--- src/rtl/io_stress_test_sequencer.sv ---
// io_stress_test_sequencer: runs clear/sync/run phases of a per-link pin-stress test and
// accumulates saturating per-link error counts into a pass/fail verdict.
module io_stress_test_sequencer #(
  parameter int NUM_LINKS    = 4,
  parameter int CNT_W        = 16,
  parameter int RUN_W        = 32,
  parameter int SYNC_TIMEOUT = 1024,
  parameter int CLR_CYCLES   = 8
) (
  input  logic                       clk,
  input  logic                       rst_n,
  input  logic                       start,
  input  logic                       abort,
  input  logic [NUM_LINKS-1:0]       link_en,
  input  logic [RUN_W-1:0]           run_cycles,
  input  logic [NUM_LINKS-1:0]       chk_lock,
  input  logic [NUM_LINKS-1:0]       chk_err,
  output logic                       gen_en,
  output logic [NUM_LINKS-1:0]       chk_en,
  output logic                       chk_clear,
  output logic                       busy,
  output logic                       done,
  output logic                       pass,
  output logic                       fail_timeout,
  output logic [NUM_LINKS-1:0]       err_mask,
  output logic [NUM_LINKS*CNT_W-1:0] err_cnt
);
  typedef enum logic [2:0] {IDLE, CLEAR, SYNC, RUN, DONE, FAIL} state_t;
  state_t               state, nxt;
  logic [RUN_W-1:0]     tmr, run_lat;
  logic [NUM_LINKS-1:0] en_lat, lock_q, hit, mask_d;
  logic                 accept, locked;
  // One phase timer is shared by CLEAR, SYNC and RUN; it restarts on every state change.
  always_comb begin
    accept = state inside {IDLE, DONE, FAIL} && start && !abort && |link_en;
    locked = (chk_lock & en_lat) == en_lat;
    hit    = (state == RUN && !abort) ? en_lat & (chk_err | (lock_q & ~chk_lock)) : '0;
    mask_d = accept ? '0 : err_mask | hit;
    nxt    = abort ? IDLE : accept ? CLEAR :
             (state == CLEAR && tmr == RUN_W'(CLR_CYCLES - 1)) ? SYNC :
             (state == SYNC && locked) ? RUN :
             (state == SYNC && tmr == RUN_W'(SYNC_TIMEOUT - 1)) ? FAIL :
             (state == RUN && run_lat != '0 && tmr == run_lat - 1'b1) ? DONE : state;
  end
  // Outputs are decoded from the next state so they are registered yet aligned with it.
  always_ff @(posedge clk or negedge rst_n) begin
    if (!rst_n) begin
      state        <= IDLE;
      tmr          <= '0;
      run_lat      <= '0;
      en_lat       <= '0;
      lock_q       <= '0;
      gen_en       <= 1'b0;
      chk_en       <= '0;
      chk_clear    <= 1'b0;
      busy         <= 1'b0;
      done         <= 1'b0;
      pass         <= 1'b0;
      fail_timeout <= 1'b0;
      err_mask     <= '0;
      err_cnt      <= '0;
    end else begin
      state        <= nxt;
      tmr          <= (nxt == state && nxt inside {CLEAR, SYNC, RUN}) ? tmr + 1'b1 : '0;
      if (accept) begin
        en_lat  <= link_en;
        run_lat <= run_cycles;
      end
      lock_q       <= chk_lock;
      gen_en       <= nxt inside {SYNC, RUN};
      chk_en       <= (nxt == RUN) ? en_lat : '0;
      chk_clear    <= nxt == CLEAR;
      busy         <= nxt inside {CLEAR, SYNC, RUN};
      done         <= nxt == DONE;
      pass         <= nxt == DONE && ~|mask_d;
      fail_timeout <= nxt == FAIL;
      err_mask     <= mask_d;
      for (int i = 0; i < NUM_LINKS; i++)
        if (accept) err_cnt[i*CNT_W +: CNT_W] <= '0;
        else if (hit[i] && ~&err_cnt[i*CNT_W +: CNT_W])
          err_cnt[i*CNT_W +: CNT_W] <= err_cnt[i*CNT_W +: CNT_W] + 1'b1;
    end
  end
endmodule
--- config.mk ---
export PLATFORM = sky130hd
export DESIGN_NAME = io_stress_test_sequencer
export DESIGN_NICKNAME = d
export VERILOG_FILES = /design/src/rtl/io_stress_test_sequencer.sv
export SDC_FILE = /design/constraint.sdc
export NUM_CORES = 1
export LEC_CHECK = 0
export BUFFER_PORTS_ARGS = -buffer_cell sky130_fd_sc_hd__buf_2
export CORE_MARGIN = 2
export CORE_UTILIZATION = 30
export CTS_BUF_LIST = sky130_fd_sc_hd__clkbuf_8
export CTS_CLUSTER_SIZE = 40
export DETAILED_ROUTE_END_ITERATION = 16
export SLEW_MARGIN = 20
export SYNTH_ARGS = -nofsm -noshare
export SYNTH_HDL_FRONTEND = slang
export SYNTH_SLANG_ARGS = --single-unit
--- constraint.sdc ---
create_clock -name clk -period 8 [get_ports clk]
set_input_delay 0.4 -clock clk [delete_from_list [all_inputs] [get_ports clk]]
set_output_delay 0.4 -clock clk [all_outputs]
set_load 0.01 [all_outputs]
---- Yosys cells after proc, flatten, opt, wreduce, memory -nomap -nowiden ----
Cells that the tools add are included.
word-level totals
  output and inout bits ................... 78
  bits of input ports ..................... 48
  logic and storage cells ................. 98
  bits in registers ....................... 153
operators by class
  add/subtract/negate cells ............... 6
  equal/unequal tests ..................... 15
  bitwise gates (word level) .............. 6
  mux-type cells .......................... 18
  reductions and logical operators ........ 36
operators by type and width
  kind                                                                     number
  16-bit 2-to-1 mux                                                        8
  16-bit by 1-bit adder with 16-bit output, second input constant          4
  16-bit AND reduction                                                     4
  32-bit by 1-bit adder with 32-bit output, second input constant          1
  32-bit by 10-bit equality test with 1-bit output, second input constant  1
  32-bit by 3-bit equality test with 1-bit output, second input constant   1
  32-bit equality test                                                     1
  32-bit 2-to-1 mux                                                        1
  32-bit nonzero test                                                      1
  32-bit by 1-bit subtractor with 32-bit output, second input constant     1
  3-bit 2-to-1 mux                                                         6
  1-bit logical AND                                                        15
  4-bit bitwise AND                                                        3
  3-bit by 2-bit equality test with 1-bit output, second input constant    4
  3-bit equality test, second input constant                               4
  4-bit 2-to-1 mux                                                         3
  2-bit nonzero test                                                       5
  4-bit bitwise OR                                                         2
  4-bit OR reduction                                                       2
  3-bit by 1-bit equality test with 1-bit output, second input constant    2
  1-bit zero test                                                          6
  3-bit nonzero test                                                       2
  4-bit equality test                                                      1
  4-bit NOT                                                                1
  2 further kinds                                                          2

---- Longest topological paths before layout ----
Gate-level depths: netlist of the first run.
  depth in word-level cells ............... 13
  depth in mapped cells ................... 13
  gate-level depth less buffers ........... 10

---- Worst setup path after synthesis of the first run ----
OpenSTA, ideal clock, no wires.
  path kind ............................... reg2reg
  start ................................... register run_lat[0]
  end ..................................... register tmr[22]
  required time ........................... 7.853 ns
  arrival time ............................ 3.106 ns
  path buffers ............................ 2
  setup time .............................. 0.147 ns
  cell stages (with the launch flop) ...... 13
  slack ................................... 4.746 ns
  clock period less this slack ............ 3.254 ns
  cells stage by stage .................... dfrtp_1 > buf_6 > inv_1 > ha_1 > nor3b_2 > nand2_1 > nor4_1 > xor2_1 > a2111oi_0 > nand3_1 > o21ai_2 > buf_6 > a211oi_1
between the ends
  cells in the longest elaborated chain, start to end .. 13
  elaborated cells on any way between the ends .. 18
ends and longest elaborated chain
  item                                                                                                              RTL line  source
  start, declared                                                                                                   30        logic [RUN_W-1:0] tmr, run_lat;
  start signal, assigned                                                                                            67        run_lat <= run_cycles;
  32-bit by 1-bit subtractor with 32-bit output or 32-bit nonzero test (tied branches)                              43        (state == RUN && run_lat != '0 && tmr == run_lat - 1'b1) ? DONE : state;
  32-bit equality test or 1-bit logical AND (tied branches)                                                         43
  1-bit logical AND *                                                                                               43
  3-bit 2-to-1 mux *                                                                                                43
  3-bit 2-to-1 mux *                                                                                                42        (state == SYNC && tmr == RUN_W'(SYNC_TIMEOUT - 1)) ? FAIL :
  3-bit 2-to-1 mux *                                                                                                41        (state == SYNC && locked) ? RUN :
  3-bit 2-to-1 mux *                                                                                                40        (state == CLEAR && tmr == RUN_W'(CLR_CYCLES - 1)) ? SYNC :
  3-bit 2-to-1 mux * (2 in series)                                                                                  39        nxt = abort ? IDLE : accept ? CLEAR :
  3-bit by 1-bit equality test with 1-bit output or 3-bit by 2-bit equality test with 1-bit output (tied branches)  64        tmr <= (nxt == state && nxt inside {CLEAR, SYNC, RUN}) ? tmr + 1'b1 : '0;
  3-bit nonzero test                                                                                                64
  1-bit logical AND *                                                                                               64
  32-bit 2-to-1 mux *                                                                                               64
  end signal, assigned                                                                                              64
  end, declared                                                                                                     30
Mark *: on every way between the ends. The rest lies on a longest branch, timed or not.
A chain may end at the register's enable or synchronous reset.

---- Worst setup path after layout of the first run ----
  start ................................... register run_lat[0]
  end ..................................... register tmr[20]
The elaborated chain is that of the path after synthesis.

==> results.cfg, run 1 <==
[run]
maxCapViolCount = 0

[synthesis]
ys_types = 67
ys_ff_latch = 153
synth_fp_nets = 933
synth_top_area_share_pct = 45.0
synth_area_leaders = dfrtp_1 (45%), xor2_1 (7.3%), xnor2_1 (5.8%)
synth_cells = 878
postSynth.asyncResetShare_pct = 100
syn-cell-area_sq_um = 8510
synth_ff_type = dfrtp_1
synthTopCellsByCount = dfrtp_1 (153), nor2_1 (95), xor2_1 (71)
synth_edf_count = 0
synth_top_area_cell = dfrtp_1
ys_warn_count = 0
synth.most_common_cell = dfrtp_1
ys_seq_area_share_pct = 45.0
syn_avg_cell_area_sq_um = 9.69

[critical_path]
r2r_setup_slack_ns = 3.48
arrival_ns = 4.82
r2r-end = tmr[20]$_DFF_PN0_
critical-path-slowest-cell = nor4_1
cp_data_required_time_ns = 8.30
rr_startpoint = run_lat[0]$_DFFE_PN0P_
slowest_delay_ns = 0.70
reg2reg_depth = 11
crit_family = simple AND/OR/NAND/NOR gates
path_class = reg -> reg
worstPathMaxFanout = 17
end_kind = flop
critPathLaunchType = flop
crit_buf_inv = 2
path_cells = inv_1, ha_1, nor3b_2, nand2_1, nor4_1, xor2_1, a2111oi_0, nand3_1, o21ai_2, buf_4, a211oi_1

[outcome]
status = completed

[global_routing]
grt_pass1_vias = 6890
grt_max_degree = 87
grt_overflow_total = 0
antenna_found_initial = 0
grt_use_total_pct = 16.2
grt_pass1_wl_um = 37500

[die]
die_area_sq_um = 29700
die_h_um = 172
initial_core_util_pct = 30.5
die_w_um = 172
num_io_pins = 126
num_rows = 61
core-area_sq_um = 27900

[sta]
fin_crit_sh_pct = 56.4
timing.final.max_slew_violations = 0
clock_skew_ns = 0.0170
whs_ns = 0.00681
clock.fmax_ghz = 0.221
hold_viol = 0
rsz0062_at_grt = no
slew_headroom_pct = 40.0
setup_viol = 0
tightestPinTransition_ns = 0.891
tns_ns = 0
min_period_ns = 4.52

[power_and_ir_drop]
p_sw_share_pct = 29.8
p_leak_nw = 4.32
p_sw_w = 0.000541
seqPwrFrac_pct = 49.2
combPwrFrac_pct = 14.5
power.total_w = 0.00181
powerDensity_nw_per_um2 = 183
clock_power_share_pct = 36.3
vdd_drop_max_v = 0.000101
intPower_w = 0.00127

[clocking]
cts-root-buf = clkbuf_8
cts_hold_buffers = 0
h-tree-depth = 4
post_cts_buffers = 0
cts-buffers-inserted = 17
cts.sinks = 153
cts_resized = 0
clkTransAtPathRegs_ns = 0.09
clkLatencyLatePin_ns = 0.46
cts_max_path_buffers = 2
cts_tree = built

[placement]
dpl.cell_count = 1341
dp_hpwl_um = 16600
place.gp.congestion = 0.872
io_buffers = 125

[final_layout]
syn_to_final_growth_pct = 16.2
drive_above_1_share_pct = 21.1
nNetsFinal = 1037
final_cells = 1373
fin_util_pct = 35.5
n_antenna_cell = 0

[routing]
ant_nets = 0
dr_total_vias = 6923
drt_iter0_drc = 501
drc = 0
wirelength_um = 22800
viasPerCell = 5.04
drt-pass1-iter-count = 5
avgRoutedWirePerCell_um = 16.6

[worst_hold_path]
worstHoldPathType = in -> async
-- metrics by stage --
step           worst slack [ns]  cell area, sq um
4_1_cts                    3.54              9880
5_1_grt                    3.01              9880
2_1_floorplan              4.75              8510
3_5_place_dp               3.58              9450
6_report                   3.48              9880
3_3_place_gp               3.73              9450
-- layout by cell type (no fill, tap or decap), types with 25 or more instances in the layout --
cell	count
nand3_1	45
buf_2	124
nand2_1	51
inv_1	25
xor2_1	71
a211oi_1	36
nor3_1	28
xnor2_1	56
dfrtp_1	153
nor2_1	94
nand4_1	29
mux2_2	28
nor4_1	28
-- logic make-up (layout without fill, tap and decap cells) --
logic type | after synthesis | in the layout | synth area share [%]
fa+ha+maj | 7 | 7 | 1.03
buf+inv | 66 | 183 | 3.32
mux | 32 | 32 | 4.18
flops | 153 | 153 | 45.0
compound gates | 124 | 124 | 10.3
xor+xnor | 127 | 127 | 13.1
simple gates | 369 | 369 | 23.1
-- registers in the layout, indices dropped and copies added (netlist names), 3 cells and up --
| signal | flops |
|---|---|
| state | 3 |
| err_cnt | 64 |
| err_mask | 4 |
| lock_q | 4 |
| en_lat | 4 |
| run_lat | 32 |
| tmr | 32 |
| chk_en | 4 |
-- layout make-up --
cell class	instances	area, sq um
Sequential cell	153	3830
Clock buffer	17	234
Clock inverter	15	199
Inverter	22	82.6
Tap cell	378	473
Multi-Input combinational cell	659	4410
Fill cell	2878	18000
Timing Repair Buffer	129	662
-- worst max-delay path by stage --
stage	start	endpoint	slack [ns]	cells past startpoint
6_report	run_lat[0]$_DFFE_PN0P_	tmr[20]$_DFF_PN0_	3.48	11
4_1_cts	run_lat[0]$_DFFE_PN0P_	tmr[20]$_DFF_PN0_	3.54	11
5_1_grt	run_lat[0]$_DFFE_PN0P_	tmr[22]$_DFF_PN0_	3.01	11
3_5_place_dp	run_lat[0]$_DFFE_PN0P_	tmr[20]$_DFF_PN0_	3.58	11
3_3_place_gp	run_lat[0]$_DFFE_PN0P_	tmr[23]$_DFF_PN0_	3.73	11
2_1_floorplan	run_lat[0]$_DFFE_PN0P_	tmr[22]$_DFF_PN0_	4.75	12
-- power by group through the flow --
stage	clock, W	sequential, W	combinational (W)
after CTS	0.000683	0.000891	0.000264
after global placement	0	0.000904	0.000260
after floorplan	0	0.000862	0.000216
final	0.000658	0.000891	0.000262
after detailed placement	0	0.000906	0.000261
after global routing	0.000712	0.000902	0.000293
-- worst reg2reg max path, stage by stage, from the launching register on --
cell and delay [ns]:
dfrtp_1 0.48, inv_1 0.14, ha_1 0.22, nor3b_2 0.51
nand2_1 0.30, nor4_1 0.70, xor2_1 0.15, a2111oi_0 0.44
nand3_1 0.26, o21ai_2 0.68, buf_4 0.36, a211oi_1 0.12
-- layer usage --
layer  global-route usage (%)  share of wire, %  up-vias
met2                     24.8                45      176
met3                     5.31               7.4       19
met4                     4.31               1.2        0
li1                         -                 -     3364
met5                        0                 0        -
met1                     22.0                46     3364
(Power assumes the default switching activity.)
==> run 2, diff against run 1 <==
ABC_AREA = 1   (was unset)
clock period = 3.9 ns   (was 8 ns; I/O delays follow)
==> run 2 against run 1 <==
Critical path type unchanged. Register-to-register slack worse by 2.8 ns. Largest cell class unchanged. Synthesized area increased by 4.6%. Fmax rose by 40%.
==> results.cfg, run 2 <==
[outcome]
status = completed

[sta]
tns_ns = 0
clock_skew_ns = 0.0264
rsz0062_at_grt = no
whs_ns = 0.00655
clock.fmax_ghz = 0.311
timing.final.max_slew_violations = 0
slew_headroom_pct = 36.8
tightestPinTransition_ns = 0.948
hold_viol = 0
setup_viol = 0
min_period_ns = 3.22
fin_crit_sh_pct = 82.5

[routing]
drt-pass1-iter-count = 7
drc = 0
dr_total_vias = 8296
ant_nets = 0
avgRoutedWirePerCell_um = 15.1
drt_iter0_drc = 455
viasPerCell = 4.78
wirelength_um = 26200

[final_layout]
syn_to_final_growth_pct = 20.6
largest_register_ffs = 64
final_cells = 1736
reg_top3 = err_cnt x64, run_lat x32, tmr x32
top_register = err_cnt
stdcell_area_sq_um = 10700
fillers = 3095
layout_common_cells = nand2_1 (246), nor2_1 (162), inv_1 (154)
nNetsFinal = 1386
drive_above_1_share_pct = 17.7
layout_commonest_cell = nand2_1

[placement]
dpl.cell_count = 1662
dp_hpwl_um = 19600
place.gp.congestion = 0.990
dpl_cell_area_sq_um = 9940
io_buffers = 125

[synthesis]
synth_edf_count = 0
postSynth.asyncResetShare_pct = 100
ys_types = 47
synth_area_leaders = dfrtp_1 (43%), nand2_1 (10%), nor2_1 (6.8%)
synth_fp_nets = 1220
synth_ff_type = dfrtp_1
ys_ff_latch = 153
synth_top_area_share_pct = 43.0
ys_seq_area_share_pct = 43.0
synth_top_area_cell = dfrtp_1
syn-cell-area_sq_um = 8900
synthTopCellsByCount = nand2_1 (247), nor2_1 (162), dfrtp_1 (153), inv_1 (153), o21ai_0 (73)
ys_warn_count = 0
synth.most_common_cell = nand2_1
synth_cells = 1165
syn_avg_cell_area_sq_um = 7.64

[critical_path]
cp_data_required_time_ns = 4.28
end_kind = flop
critical-path-slowest-cell = nand3_4
critPathLaunchType = flop
arrival_ns = 3.60
path_cells = inv_2, ha_1, nand2_4, nor2_4, nand2_1, o21ai_1, nand3_1, nand2_1, nor2_1, nand3_1, nor2_2, nand2_2, nand2_1, nand2_1, nand2_1, nand2_2, nand2_2, nand2_1, nand3_4, nor3_1
r2r-end = tmr[31]$_DFF_PN0_
crit_buf_inv = 1
slowest_delay_ns = 0.45
cp-startpoint = run_lat[0]$_DFFE_PN0P_
reg2reg_depth = 20
critPathMostFrequentCell = nand2_1
rr_startpoint = run_lat[0]$_DFFE_PN0P_
worstPathMaxFanout = 32
crit_family = simple AND/OR/NAND/NOR gates
path_class = reg -> reg
r2r_setup_slack_ns = 0.68

[power_and_ir_drop]
powerDensity_nw_per_um2 = 350
p_leak_nw = 4.97
vdd_drop_max_v = 0.000215
power.total_w = 0.00375

[die]
num_io_pins = 126
die_h_um = 176
die_w_um = 176
core-area_sq_um = 29400
die_area_sq_um = 31100
initial_core_util_pct = 30.3
num_rows = 63

[clocking]
cts.sinks = 153
clkTransAtPathRegs_ns = 0.10
cts_tree = built
h-tree-depth = 4
clkLatencyLatePin_ns = 0.48
cts_resized = 0
cts-root-buf = clkbuf_8
cts_max_path_buffers = 2
post_cts_buffers = 0
cts-buffers-inserted = 17

[worst_hold_path]
worstHoldPathType = in -> reg
hold_start = run_cycles[7]
hold_path_end = run_lat[7]$_DFFE_PN0P_
min_path_cells = 3

[run]
maxCapViolCount = 0

[global_routing]
grt_use_total_pct = 17.2
grt_pass1_wl_um = 42300
grt_pass1_vias = 8143
grt_max_degree = 99
grt_overflow_total = 0
antenna_found_initial = 2
[run 2: worst max path at each step]
| stage | endpoint | slack [ns] | cells past startpoint |
|---|---|---|---|
| after floorplan | tmr[10]$_DFF_PN0_ | 1.38 | 20 |
| after global placement | tmr[31]$_DFF_PN0_ | 0.78 | 20 |
| after detailed placement | tmr[31]$_DFF_PN0_ | 0.69 | 20 |
| after CTS | tmr[31]$_DFF_PN0_ | 0.65 | 20 |
| after global routing | tmr[23]$_DFF_PN0_ | 0.32 | 20 |
| final | tmr[31]$_DFF_PN0_ | 0.68 | 20 |
[run 2: area by class of cell]
cell class | instances | area, sq um | share of cell area, %
diodes | 2 | 5.00 | 0.0466
clock buffers | 17 | 234 | 2.18
clock inverters | 15 | 155 | 1.45
inverters | 162 | 608 | 5.66
multi-input cells | 827 | 4330 | 40.4
flip-flops and latches | 153 | 3830 | 35.7
well taps | 390 | 488 | 4.55
repair buffers | 170 | 1080 | 10.1
[run 2: worst register-to-register path, delay by kind of cell, from the launching register on]
kind	cells	cell delay, ns
adder cells (fa/ha/maj)	1	0.31
AND/OR/NAND/NOR	17	2.15
AO/OA/AOI/OAI	1	0.17
buffers and inverters	1	0.10
flip-flops	1	0.41
[run 2: logic make-up (layout without fill, tap and decap cells)]
family	count (synthesis)	in the layout	synth area share, %
compound gates	142	142	8.90
xor+xnor	58	58	5.71
fa+ha+maj	7	7	0.984
buf+inv	185	364	8.31
flops	153	153	43.0
other cells	0	2	0
simple gates	620	620	33.1
[run 2: report_power, final]
part | switching (W) | leakage, nW | internal (W) | total (W)
clock network | 0.000751 | 0.198 | 0.000479 | 0.00123
logic | 0.000467 | 2.70 | 0.000247 | 0.000714
registers | 0.000132 | 2.07 | 0.00168 | 0.00181
total | 0.00135 | 4.97 | 0.00240 | 0.00375
[run 2: what timing repair did]
action	CTS	global route
endpoints found under the setup margin	0	0
endpoints found under the hold margin	135	1
hold buffers	39	1
[run 2: per-layer routing]
metal	track usage, %	wire length, um	vias to the layer above
li1	-	-	4119
met1	21.7	11500	3891
met2	28.4	12100	241
met3	5.43	2080	43
met4	4.82	567	2
met5	0	7	-
[run 2: stage by stage]
| step | utilization, % | setup WS [ns] |
|---|---|---|
| finish | 36.5 | 0.682 |
| global route | 36.5 | 0.317 |
| CTS | 36.5 | 0.649 |
| detailed placement | 33.8 | 0.688 |
| global placement | 33.8 | 0.784 |
| floorplan | - | 1.38 |
==> run 3, diff against run 2 <==
clock period = 2.8 ns   (was 3.9 ns; I/O delays follow)
==> run 3 against run 2 <==
Count of clock-buffer cells in the layout stayed put. Die area is the same. Core utilization rose by 2.4 points. Global-route usage increased by 0.48 points. Clock power increased by 50%. Final cell count grew 2.9%. Worst setup slack worse by 0.67 ns. Sequential share of layout area decreased by 2.1 points. Flip-flop and latch count unchanged. Critical path type unchanged. Critical endpoint is now tmr[18]$_DFF_PN0_. Largest power group unchanged.
==> results.cfg, run 3 (synthesized netlist as in run 2, its figures left out) <==
[outcome]
status = completed

[power_and_ir_drop]
combPwrFrac_pct = 21.5
p_leak_nw = 5.29
p_sw_w = 0.00197
seqPwrFrac_pct = 45.6
p_sw_share_pct = 35.5
clock_power_share_pct = 33.0
powerDensity_nw_per_um2 = 487
vdd_drop_max_v = 0.000360
intPower_w = 0.00359

[placement]
dp_hpwl_um = 20200
place.gp.congestion = 0.891
dpl_cell_area_sq_um = 10300
dpl.cell_count = 1700
io_buffers = 125

[critical_path]
r2r-end = tmr[18]$_DFF_PN0_
end_kind = flop
rr_startpoint = run_lat[2]$_DFFE_PN0P_
critPathLaunchType = flop
slowest_delay_ns = 0.46
cp_data_required_time_ns = 3.22
r2r_setup_slack_ns = 0.01
path_class = reg -> reg
critPathMostFrequentCell = nand2_2
arrival_ns = 3.20
reg2reg_depth = 19
critical-path-slowest-cell = dfrtp_2
crit_family = simple AND/OR/NAND/NOR gates
worstPathMaxFanout = 10
crit_buf_inv = 2
path_cells = nor2_4, nand2_2, nor2_4, nand3_2, nor2_2, xor2_1, inv_1, nor2_1, nand2_1, nor2_2, nand2_2, nand2_2, nand2_2, nand3_2, nand2_2, nor2_4, nand3_4, clkbuf_16, nor3_2

[die]
die_w_um = 176
core-area_sq_um = 29400
num_rows = 63
initial_core_util_pct = 30.3
num_io_pins = 126
die_area_sq_um = 31100
die_h_um = 176

[worst_hold_path]
hold_path_end = state[2]$_DFF_PN0_
min_path_cells = 4
worstHoldPathType = in -> reg
hold_start = abort

[routing]
dr_total_vias = 8543
wirelength_um = 27000
drt_iter0_drc = 525
ant_nets = 0
drt-pass1-iter-count = 7
viasPerCell = 4.78
drc = 0
avgRoutedWirePerCell_um = 15.1

[global_routing]
grt_overflow_total = 0
grt_use_total_pct = 17.7
grt_max_degree = 57
grt_pass1_vias = 8507
antenna_found_initial = 3
grt_pass1_wl_um = 43200

[sta]
fin_crit_sh_pct = 99.6
timing.final.max_slew_violations = 0
setup_viol = 0
rsz0062_at_grt = yes
hold_viol = 0
tightestPinTransition_ns = 0.661
tns_ns = 0
slew_headroom_pct = 55.6
min_period_ns = 2.79
clock_skew_ns = 0.0224
clock.fmax_ghz = 0.359
whs_ns = 0.124

[clocking]
cts.sinks = 153
cts-buffers-inserted = 17
cts_tree = built
clkLatencyLatePin_ns = 0.49
h-tree-depth = 4
clkTransAtPathRegs_ns = 0.11
cts-root-buf = clkbuf_8
cts_max_path_buffers = 2

[final_layout]
stdcell_area_sq_um = 11400
layout_common_cells = nand2_1 (241), inv_1 (152), dfrtp_1 (145)
reg_top3 = err_cnt x64, run_lat x32, tmr x32
syn_to_final_growth_pct = 28.4
final_cells = 1786
top_register = err_cnt
largest_register_ffs = 64
drive_above_1_share_pct = 24.0
layout_commonest_cell = nand2_1
nNetsFinal = 1436

[run]
maxCapViolCount = 0
==> run 3: layout make-up <==
cell class / instances / area, sq um
fill: 3053 / 18000
multi-input combinational: 827 / 4520
sequential: 153 / 3840
timing repair buffer: 220 / 1540
inverter: 162 / 611
tap: 390 / 488
clock buffer: 17 / 234
clock inverter: 15 / 195
antenna: 2 / 5.00
==> run 3: worst max-delay path by stage <==
stage / startpoint / end / slack [ns] / depth (start not counted)
after CTS: run_lat[9]$_DFFE_PN0P_ / tmr[8]$_DFF_PN0_ / 0.01 / 20
after detailed placement: run_lat[7]$_DFFE_PN0P_ / tmr[7]$_DFF_PN0_ / -0.06 / 18
after global placement: run_lat[7]$_DFFE_PN0P_ / tmr[0]$_DFF_PN0_ / -0.06 / 20
after global routing: run_lat[2]$_DFFE_PN0P_ / tmr[31]$_DFF_PN0_ / -0.23 / 20
after floorplan: run_lat[0]$_DFFE_PN0P_ / tmr[10]$_DFF_PN0_ / 0.28 / 20
final: run_lat[2]$_DFFE_PN0P_ / tmr[18]$_DFF_PN0_ / 0.01 / 19
==> run 3: worst reg2reg max path: stages (launching register included) <==
cell       delay, ns
dfrtp_2         0.46
nor2_4          0.14
nand2_2         0.09
nor2_4          0.26
nand3_2         0.15
nor2_2          0.11
xor2_1          0.19
inv_1           0.09
nor2_1          0.10
nand2_1         0.07
nor2_2          0.11
nand2_2         0.11
nand2_2         0.08
nand2_2         0.07
nand3_2         0.07
nand2_2         0.06
nor2_4          0.09
nand3_4         0.15
clkbuf_16       0.22
nor3_2          0.10
==> run 3: power by group through the flow <==
stage,Combinational (W),Sequential [W],Clock (W)
2_1_floorplan,0.000670,0.00250,0
6_report,0.00119,0.00253,0.00184
3_3_place_gp,0.00104,0.00255,0
3_5_place_dp,0.00104,0.00254,0
5_1_grt,0.00134,0.00255,0.00198
4_1_cts,0.00110,0.00251,0.00189
==> run 3: stage by stage <==
stage / setup slack [ns] / utilization (%) / power, W
after global placement: -0.0559 / 34.9 / 0.00358
after global routing: -0.226 / 38.9 / 0.00586
after CTS: 0.0137 / 37.9 / 0.00550
after detailed placement: -0.0582 / 34.9 / 0.00358
final: 0.0113 / 38.9 / 0.00556
after floorplan: 0.279 / - / 0.00317
==> run 3: per-layer routing <==
layer  wire [um]  global-route usage [%]  part of all wire [%]
met1       11900                    22.2                    44
met2       12500                    29.1                    47
met3        1820                    5.21                   6.8
met4         660                    6.10                   2.4
met5          13                       0                 0.048
==> run 3: what timing repair did <==
item | CTS | global route
endpoints found under the setup margin | 33 | 52
gates resized for setup | 4 | 59
hold endpoints to repair | 93 | 0
buffers inserted | 2 | 7
pin swaps | 1 | 2
cloned | 0 | 2
hold buffers | 41 | 0
